--- src/rtl/vec_cpu_pkg.sv ---
// Shared types and constants for the vector CPU front end.
package vec_cpu_pkg;

  localparam int unsigned ADDR_W  = 32;
  localparam int unsigned INSTR_W = 32;

  localparam logic [ADDR_W-1:0] RESET_PC_DEFAULT = 32'h0000_0000;

  // Fetch sequencer states: request outstanding, draining a stale read, holding for decode
  typedef enum logic [1:0] {
    StReq,
    StDrop,
    StHold
  } fetch_state_t;

  // Instructions are word aligned; low address bits are ignored
  function automatic logic [ADDR_W-1:0] align_pc(input logic [ADDR_W-1:0] addr);
    return {addr[ADDR_W-1:2], 2'b00};
  endfunction

endpackage

--- src/rtl/fetch_buf.sv ---
// Single-entry holding register for a fetched instruction and its PC.
// Load wins over flush; flush only clears the valid flag so data stays stable.
module fetch_buf
  import vec_cpu_pkg::*;
(
  input  logic               clk,
  input  logic               rst_n,
  input  logic               load,
  input  logic               flush,
  input  logic [INSTR_W-1:0] load_instr,
  input  logic [ADDR_W-1:0]  load_pc,
  output logic               valid,
  output logic [INSTR_W-1:0] instr,
  output logic [ADDR_W-1:0]  pc
);

  // Capture a returned word or drop the held one
  always_ff @(posedge clk or negedge rst_n) begin
    if (!rst_n) begin
      valid <= 1'b0;
      instr <= '0;
      pc    <= '0;
    end else if (load) begin
      valid <= 1'b1;
      instr <= load_instr;
      pc    <= load_pc;
    end else if (flush) begin
      valid <= 1'b0;
    end
  end

endmodule

--- src/rtl/fetch_unit.sv ---
// Instruction fetch front end: one outstanding imem read, single-entry buffer,
// valid/ready hand-off to decode, redirect from execute overrides everything.
// Optional performance counters are enabled with the FETCH_PERF_EN macro.
module fetch_unit
  import vec_cpu_pkg::*;
#(
  parameter logic [ADDR_W-1:0] RESET_PC = RESET_PC_DEFAULT,
  parameter logic [ADDR_W-1:0] PC_STEP  = 32'd4
) (
  input  logic               clk,
  input  logic               rst_n,
  output logic               imem_req,
  output logic [ADDR_W-1:0]  imem_addr,
  input  logic [INSTR_W-1:0] imem_rdata,
  input  logic               imem_valid,
  input  logic               redirect,
  input  logic [ADDR_W-1:0]  redirect_pc,
  output logic               if_valid,
  input  logic               if_ready,
  output logic [INSTR_W-1:0] if_instr,
  output logic [ADDR_W-1:0]  if_pc
`ifdef FETCH_PERF_EN
  ,
  output logic [31:0]        perf_fetch_cnt,
  output logic [31:0]        perf_stall_cnt
`endif
);

  fetch_state_t      state_q;
  logic [ADDR_W-1:0] pc_q;
  logic [ADDR_W-1:0] req_addr_q;
  logic              started_q;
  logic [ADDR_W-1:0] target;
  logic              buf_load;
  logic              buf_flush;
  logic              accept;

  assign target    = align_pc(redirect_pc);
  // Request is suppressed until the first clock edge after reset release
  assign imem_req  = started_q && (state_q != StHold);
  assign imem_addr = req_addr_q;

  // Buffer control and decode handshake qualification
  always_comb begin
    buf_load  = 1'b0;
    buf_flush = 1'b0;
    accept    = 1'b0;
    if (state_q == StReq && started_q && imem_valid && !redirect) begin
      buf_load = 1'b1;
    end
    if (state_q == StHold) begin
      buf_flush = if_ready || redirect;
      accept    = if_ready && !redirect;
    end
  end

  // Fetch sequencer: pc, outstanding address and state
  always_ff @(posedge clk or negedge rst_n) begin
    if (!rst_n) begin
      state_q    <= StReq;
      pc_q       <= RESET_PC;
      req_addr_q <= RESET_PC;
      started_q  <= 1'b0;
    end else begin
      started_q <= 1'b1;
      case (state_q)
        StReq: begin
          if (started_q) begin
            if (redirect && imem_valid) begin
              // Response is stale; reissue immediately at the target
              pc_q       <= target;
              req_addr_q <= target;
            end else if (redirect) begin
              // Read still in flight; wait for it to drain before reissuing
              pc_q    <= target;
              state_q <= StDrop;
            end else if (imem_valid) begin
              pc_q    <= req_addr_q + PC_STEP;
              state_q <= StHold;
            end
          end
        end
        StDrop: begin
          if (redirect) begin
            pc_q <= target;
          end
          if (imem_valid) begin
            req_addr_q <= redirect ? target : pc_q;
            state_q    <= StReq;
          end
        end
        StHold: begin
          if (redirect) begin
            pc_q       <= target;
            req_addr_q <= target;
            state_q    <= StReq;
          end else if (if_ready) begin
            req_addr_q <= pc_q;
            state_q    <= StReq;
          end
        end
        default: state_q <= StReq;
      endcase
    end
  end

  fetch_buf u_fetch_buf (
    .clk        (clk),
    .rst_n      (rst_n),
    .load       (buf_load),
    .flush      (buf_flush),
    .load_instr (imem_rdata),
    .load_pc    (req_addr_q),
    .valid      (if_valid),
    .instr      (if_instr),
    .pc         (if_pc)
  );

`ifdef FETCH_PERF_EN
  // Completed decode handshakes and backpressure cycles
  always_ff @(posedge clk or negedge rst_n) begin
    if (!rst_n) begin
      perf_fetch_cnt <= '0;
      perf_stall_cnt <= '0;
    end else begin
      if (accept) begin
        perf_fetch_cnt <= perf_fetch_cnt + 32'd1;
      end
      if (state_q == StHold && !if_ready) begin
        perf_stall_cnt <= perf_stall_cnt + 32'd1;
      end
    end
  end
`endif

endmodule

--- config.mk ---
export PLATFORM = sky130hd
export DESIGN_NAME = fetch_unit
export DESIGN_NICKNAME = d
export VERILOG_FILES = /design/src/rtl/vec_cpu_pkg.sv /design/src/rtl/fetch_buf.sv /design/src/rtl/fetch_unit.sv
export SDC_FILE = /design/constraint.sdc
export NUM_CORES = 1
export LEC_CHECK = 0
export CORE_UTILIZATION = 25
export CTS_CLUSTER_SIZE = 25
export DETAILED_ROUTE_END_ITERATION = 6
export GPL_TIMING_DRIVEN = 0
export PLACE_DENSITY = 0.46
export SKIP_CTS_REPAIR_TIMING = 1
export SYNTH_ARGS = -nofsm -noshare
export SYNTH_HDL_FRONTEND = slang
export SYNTH_SLANG_ARGS = --single-unit
--- constraint.sdc ---
create_clock -name clk -period 2.77 [get_ports clk]
set_input_delay 0.554 -clock clk [delete_from_list [all_inputs] [get_ports clk]]
set_output_delay 0.554 -clock clk [all_outputs]
set_load 0.01 [all_outputs]
Word-level counts from Yosys, hierarchy flattened
Index checks and enable logic that the tools add are counted.

word-level totals
  word-level logic and storage cells = 57
  output and inout port bits = 98
  input port bits = 69
  bits in registers = 132

operators by class
  muxes and demuxes = 24
  add/subtract/negate cells = 1
  reductions and logical operators = 15
  equality and inequality tests = 10

operator list
  operator                                                                 count
  32-bit two-way mux                                                       10
  32-bit one-hot mux with 3 select lines                                   1
  32-bit one-hot mux with 2 select lines                                   1
  32-bit by 3-bit adder with 32-bit output, second input constant          1
  2-bit two-way mux                                                        7
  5-bit AND reduction                                                      2
  2-bit inequality test, second input constant                             4
  3-bit inequality test, second input constant                             2
  2-bit one-hot mux with 3 select lines                                    1
  1-bit logical AND                                                        5
  1-bit two-way mux                                                        4
  4-bit by 3-bit inequality test with 1-bit output, second input constant  1
  2-bit nonzero test                                                       2
  3-bit AND reduction                                                      1
  3-bit nonzero test                                                       1
  2-bit by 1-bit == test with 1-bit output, second input constant          1
  2-bit == test, second input constant                                     1
  2-bit logical NOT                                                        1
  2-bit by 1-bit inequality test with 1-bit output, second input constant  1
  2-bit OR reduction                                                       1
  1-bit logical NOT                                                        1
  1-bit logical OR                                                         1

Longest topological paths before layout
  depth after elaboration = 6
  mapped depth = 10
  gate-level depth less buffers = 7

Modules after synthesis
A second synthesis with hierarchy kept.

unflattened totals
  cells, all modules = 558
  area, all modules = 6,306.0 um^2

modules (own cells, without submodules)
  module      cells an instance  instances  area each (um^2)
  fetch_unit  420                1          3,691.0
  fetch_buf   138                1          2,615.0

Least setup slack after synthesis
No wires, ideal clock.

  kind = register to register
  start point = register state_q[0]
  end point = register req_addr_q[10], in the netlist imem_addr[10]
  setup slack = 0.619 ns
  arrival = 2.069 ns
  cell stages (with the launch flop) = 11
  buffers on the path = 3
  cell sequence = dfrtp_1 -> inv_1 -> ha_1 -> clkbuf_8 -> nor2b_1 -> a21oi_1 -> nor3b_1 -> clkbuf_1 -> clkbuf_1 -> nor2_1 -> a31oi_1

between the ends
  cells in the longest elaborated chain, start to end = 3
  elaborated cells on any way between the ends = 10
  those cells by class = eq/ne: 6; mux: 1; reduce/logical: 3

ends and longest elaborated chain
  what                                                     line              RTL
  from (decl)                                              fetch_unit.sv:29  fetch_state_t state_q;
  from (signal assigned)                                   fetch_unit.sv:60  state_q <= StReq;
  from (signal assigned)                                   fetch_unit.sv:76  state_q <= StDrop;
  from (signal assigned)                                   fetch_unit.sv:79  state_q <= StHold;
  2-bit == test (tied with other cells)                    fetch_unit.sv:66  case (state_q)
  3-bit inequality test (no line) (tied with other cells)  --
  5-bit AND reduction (no line)                            --
  to (signal assigned)                                     fetch_unit.sv:72  req_addr_q <= target;
  to (signal assigned)                                     fetch_unit.sv:88  req_addr_q <= redirect ? target : pc_q;
  to (signal assigned)                                     fetch_unit.sv:95  req_addr_q <= target;
  to (decl)                                                fetch_unit.sv:31  logic [ADDR_W-1:0] req_addr_q;

Several ways; a longest one is shown, not always the timed one.
A chain may end at the register's enable or synchronous reset.

Worst setup path in the final report
  start point = register state_q[0]
  end point = register pc_q[18]

between the ends
  cells in the longest elaborated chain, start to end = 4
  elaborated cells on any way between the ends = 9
  those cells by class = eq/ne: 4; mux: 1; reduce/logical: 4

ends and longest elaborated chain
  what                                                                              line              RTL
  2-bit == test / 2-bit by 1-bit == test with 1-bit output (equally long branches)  fetch_unit.sv:66
  2-bit OR reduction (no line)                                                      --
  2-bit nonzero test (no line)                                                      --
  3-bit AND reduction (no line)                                                     --
  to (signal assigned)                                                              fetch_unit.sv:71  pc_q <= target;
  to (signal assigned)                                                              fetch_unit.sv:75  pc_q <= target;
  to (signal assigned)                                                              fetch_unit.sv:78  pc_q <= req_addr_q + PC_STEP;
  to (decl)                                                                         fetch_unit.sv:30  logic [ADDR_W-1:0] pc_q;

Several ways; a longest one is shown, not always the timed one.

==> results.py <==
metrics = {
    "die": {
        "fp.dieW_um": 157,
        "core-area_um2": 23600,
        "die-area_um2": 24800,
        "rows": 56,
        "ioPinCount": 167,
        "chipHeight_um": 157,
        "start_util_pct": 25.6,
    },
    "yosys": {
        "synth-edff-count": 0,
        "synth_top_area_share_pct": 54.7,
        "async_reset_ff_share_pct": 100,
        "synth_top_cells_by_count": "132 x dfrtp_1, 81 x nand2_1, 60 x mux2_2, 37 x nor2_1, 35 x o21ai_0",
        "synth_area_leaders": "dfrtp_1 55%, mux2_2 11%, nand2_1 5.0%",
        "synthMostInstantiatedCell": "dfrtp_1",
        "synth_cell_type_count": 48,
        "syn_area_um2": 6040,
        "synth.avg_cell_area_um2": 10.7,
        "yosysSeqAreaShare_pct": 54.7,
        "synth.ff_latch_count": 132,
        "yosysWarnings": 0,
        "synth.net_count": 637,
        "postSynthCellCount": 563,
        "synth-main-ff-cell": "dfrtp_1",
        "synth.largest_area_cell": "dfrtp_1",
    },
    "cts": {
        "insertion_delay_ns": 0.43,
        "ctsRootBufferMaster": "clkbuf_16",
        "tritoncts": "built",
        "numCtsBuffers": 17,
        "clk_path_buf_depth": 2,
        "path_clk_slew_ns": 0.06,
        "cts.htree.levels": 4,
        "clock_sinks": 132,
    },
    "pwr": {
        "powerDensity_nw_per_um2": 1240,
        "intPower_w": 0.00685,
        "comb_power_share_pct": 43.3,
        "irDropWorstVdd_uv": 486,
        "power.net_switching_w": 0.00395,
        "leakage_nw": 3.50,
        "p_seq_share_pct": 34.3,
        "pwr-share-clk_pct": 22.4,
        "swShare_pct": 36.6,
    },
    "grt": {
        "grt_pass1_wl_mm": 29.4,
        "overflow": 0,
        "grt_usage_pct": 15.7,
        "grt_max_degree": 74,
        "antenna_found_initial": 2,
        "first_global_vias": 5309,
    },
    "layout": {
        "diodes": 0,
        "final_cells": 1078,
        "final_core_util_pct": 37.0,
        "fill_cells": 2392,
        "drive_gt1_share_pct": 15.0,
        "fin_nets": 820,
        "area_growth_syn_to_layout_pct": 44.6,
    },
    "worst_setup_path": {
        "slowest_delay_ns": 0.44,
        "arrival_ns": 2.85,
        "critPathSlowestCell": "dfrtp_1",
        "cp-end-kind": "flip-flop",
        "rrSetupSlack_ns": 0.26,
        "crit_chain": "inv_1 -> ha_1 -> clkbuf_8 -> nor2b_1 -> nor2_1 -> and2_1 -> clkbuf_1 -> clkbuf_2 -> a22oi_1 -> o21ai_0",
        "critPathLaunchType": "flip-flop",
        "rr_worst_depth": 10,
        "cp_max_fo": 10,
        "required_ns": 3.11,
        "critical_path_class": "reg2reg",
    },
    "routing": {
        "drt_iter0_drc": 317,
        "ant_nets": 0,
        "routed_wl_mm": 18.5,
        "routed_via_density": 4.72,
        "firstDrtPassIters": 5,
        "via_count": 5083,
        "wire_per_inst_um": 17.2,
        "remaining_drc_errors": 0,
    },
    "sta": {
        "max-slew-margin-rel_pct": 15.2,
        "fin_crit_sh_pct": 90.7,
        "hold_viol_final": 0,
        "fin_skew_ns": 0.0112,
        "rsz0062_at_grt": "false",
        "max_freq_ghz": 0.398,
        "report.final.setup_viol": 0,
        "fin_ws_ns": 0.257,
        "period_minus_slack_ns": 2.51,
        "maxSlewViolCount": 0,
        "worst_pin_slew_ns": 1.24,
        "whs_ns": 0.145,
    },
    "placement": {
        "dp.cells": 1046,
        "dp_slack_ns": -0.319,
        "port_buffers": 163,
        "hpwl_mm": 13.1,
        "gp_congestion": 0.760,
    },
    "run_status": {
        "outcome": "complete, no violations",
    },
    "flow_run": {
        "maxCapViolCount": 0,
    },
    "hold_path": {
        "hold_class": "in2async",
    },
}
-- flip-flops by register name, summed over array words and instances (netlist names) --
register	flops
u_fetch_buf.pc	32
started_q	1
u_fetch_buf.instr	32
imem_addr	32
pc_q	32
u_fetch_buf.valid	1
state_q	2
-- worst max-delay path: cells and delay by family, from the launching register on --
family / cells / cell delay (ns)
buffers and inverters: 4 / 1.01
flip-flops: 1 / 0.44
AO/OA/AOI/OAI: 2 / 0.24
adder cells (fa/ha/maj): 1 / 0.20
AND/OR/NAND/NOR: 3 / 0.53
-- power by group through the flow --
| stage | Combinational [W] | Sequential [W] | Clock, W |
|---|---|---|---|
| final | 0.00467 | 0.00371 | 0.00242 |
| after global placement | 0.00463 | 0.00368 | 0 |
| after CTS | 0.00472 | 0.00372 | 0.00249 |
| after global routing | 0.00514 | 0.00386 | 0.00258 |
| after floorplan | 0.00215 | 0.00386 | 0 |
| after detailed placement | 0.00470 | 0.00374 | 0 |
-- per-stage QoR --
step	power (W)	area, um2	TNS, ns
3_5_place_dp	0.00844	8100	-10.46
3_3_place_gp	0.00832	8070	-574.34
4_1_cts	0.0109	8730	-0.256
2_1_floorplan	0.00600	6040	0
5_1_grt	0.0116	8740	0
6_report	0.0108	8740	0
-- cell type report --
cell class | instances | area (um2) | share of cell area (%)
multi-input cells | 387 | 2530 | 29.0
flip-flops and latches | 132 | 3300 | 37.8
repair buffers | 164 | 1660 | 19.0
clock inverters | 13 | 183 | 2.09
inverters | 8 | 30.0 | 0.344
plain buffers | 36 | 186 | 2.13
well taps | 319 | 399 | 4.57
clock buffers | 19 | 443 | 5.07
-- placed cells by master, fill, tap and decap left out, drive strengths merged, types with 6 or more instances in the layout --
master,instances
o21ai,37
nand3,15
xor2,11
nand2,81
nor2,37
a31oi,31
xnor2,15
nor3,6
a21oi,10
a22oi,28
clkbuf,55
inv,8
dfrtp,132
nand4,6
clkdlybuf4s50,162
mux2,60
-- cells by family after synthesis --
group | synth area share, %
xor gates and xnor gates | 3.77
muxes | 11.2
adders and majority gates | 1.04
buffers and inverters | 3.40
AOI/OAI and AO/OA | 12.8
other | 0.0621
and+or+nand+nor | 13.1
DFF | 54.7
-- metal layers --
layer  track usage (%)  routed length, um  vias to the layer above
li1                  -                  -                     2376
met1              19.9               8510                     2490
met2              25.2               8440                      192
met3              4.87               1320                       21
met4              5.13                189                        4
met5                 0                 31                        -
-- final timing paths --
kind                                                      from                                end
min in group clk                u_fetch_buf.pc[29]$_DFFE_PN0P_     u_fetch_buf.pc[29]$_DFFE_PN0P_
max in group asynchronous                                rst_n      u_fetch_buf.pc[4]$_DFFE_PN0P_
worst min register to register  u_fetch_buf.pc[29]$_DFFE_PN0P_     u_fetch_buf.pc[29]$_DFFE_PN0P_
worst max register to register          state_q[0]$_DFFE_PN0P_               pc_q[18]$_DFFE_PN0P_
worst max-delay path                    state_q[0]$_DFFE_PN0P_               pc_q[18]$_DFFE_PN0P_
worst min-delay path                                     rst_n  u_fetch_buf.instr[20]$_DFFE_PN0P_
Power figures use the tool's default switching activity.
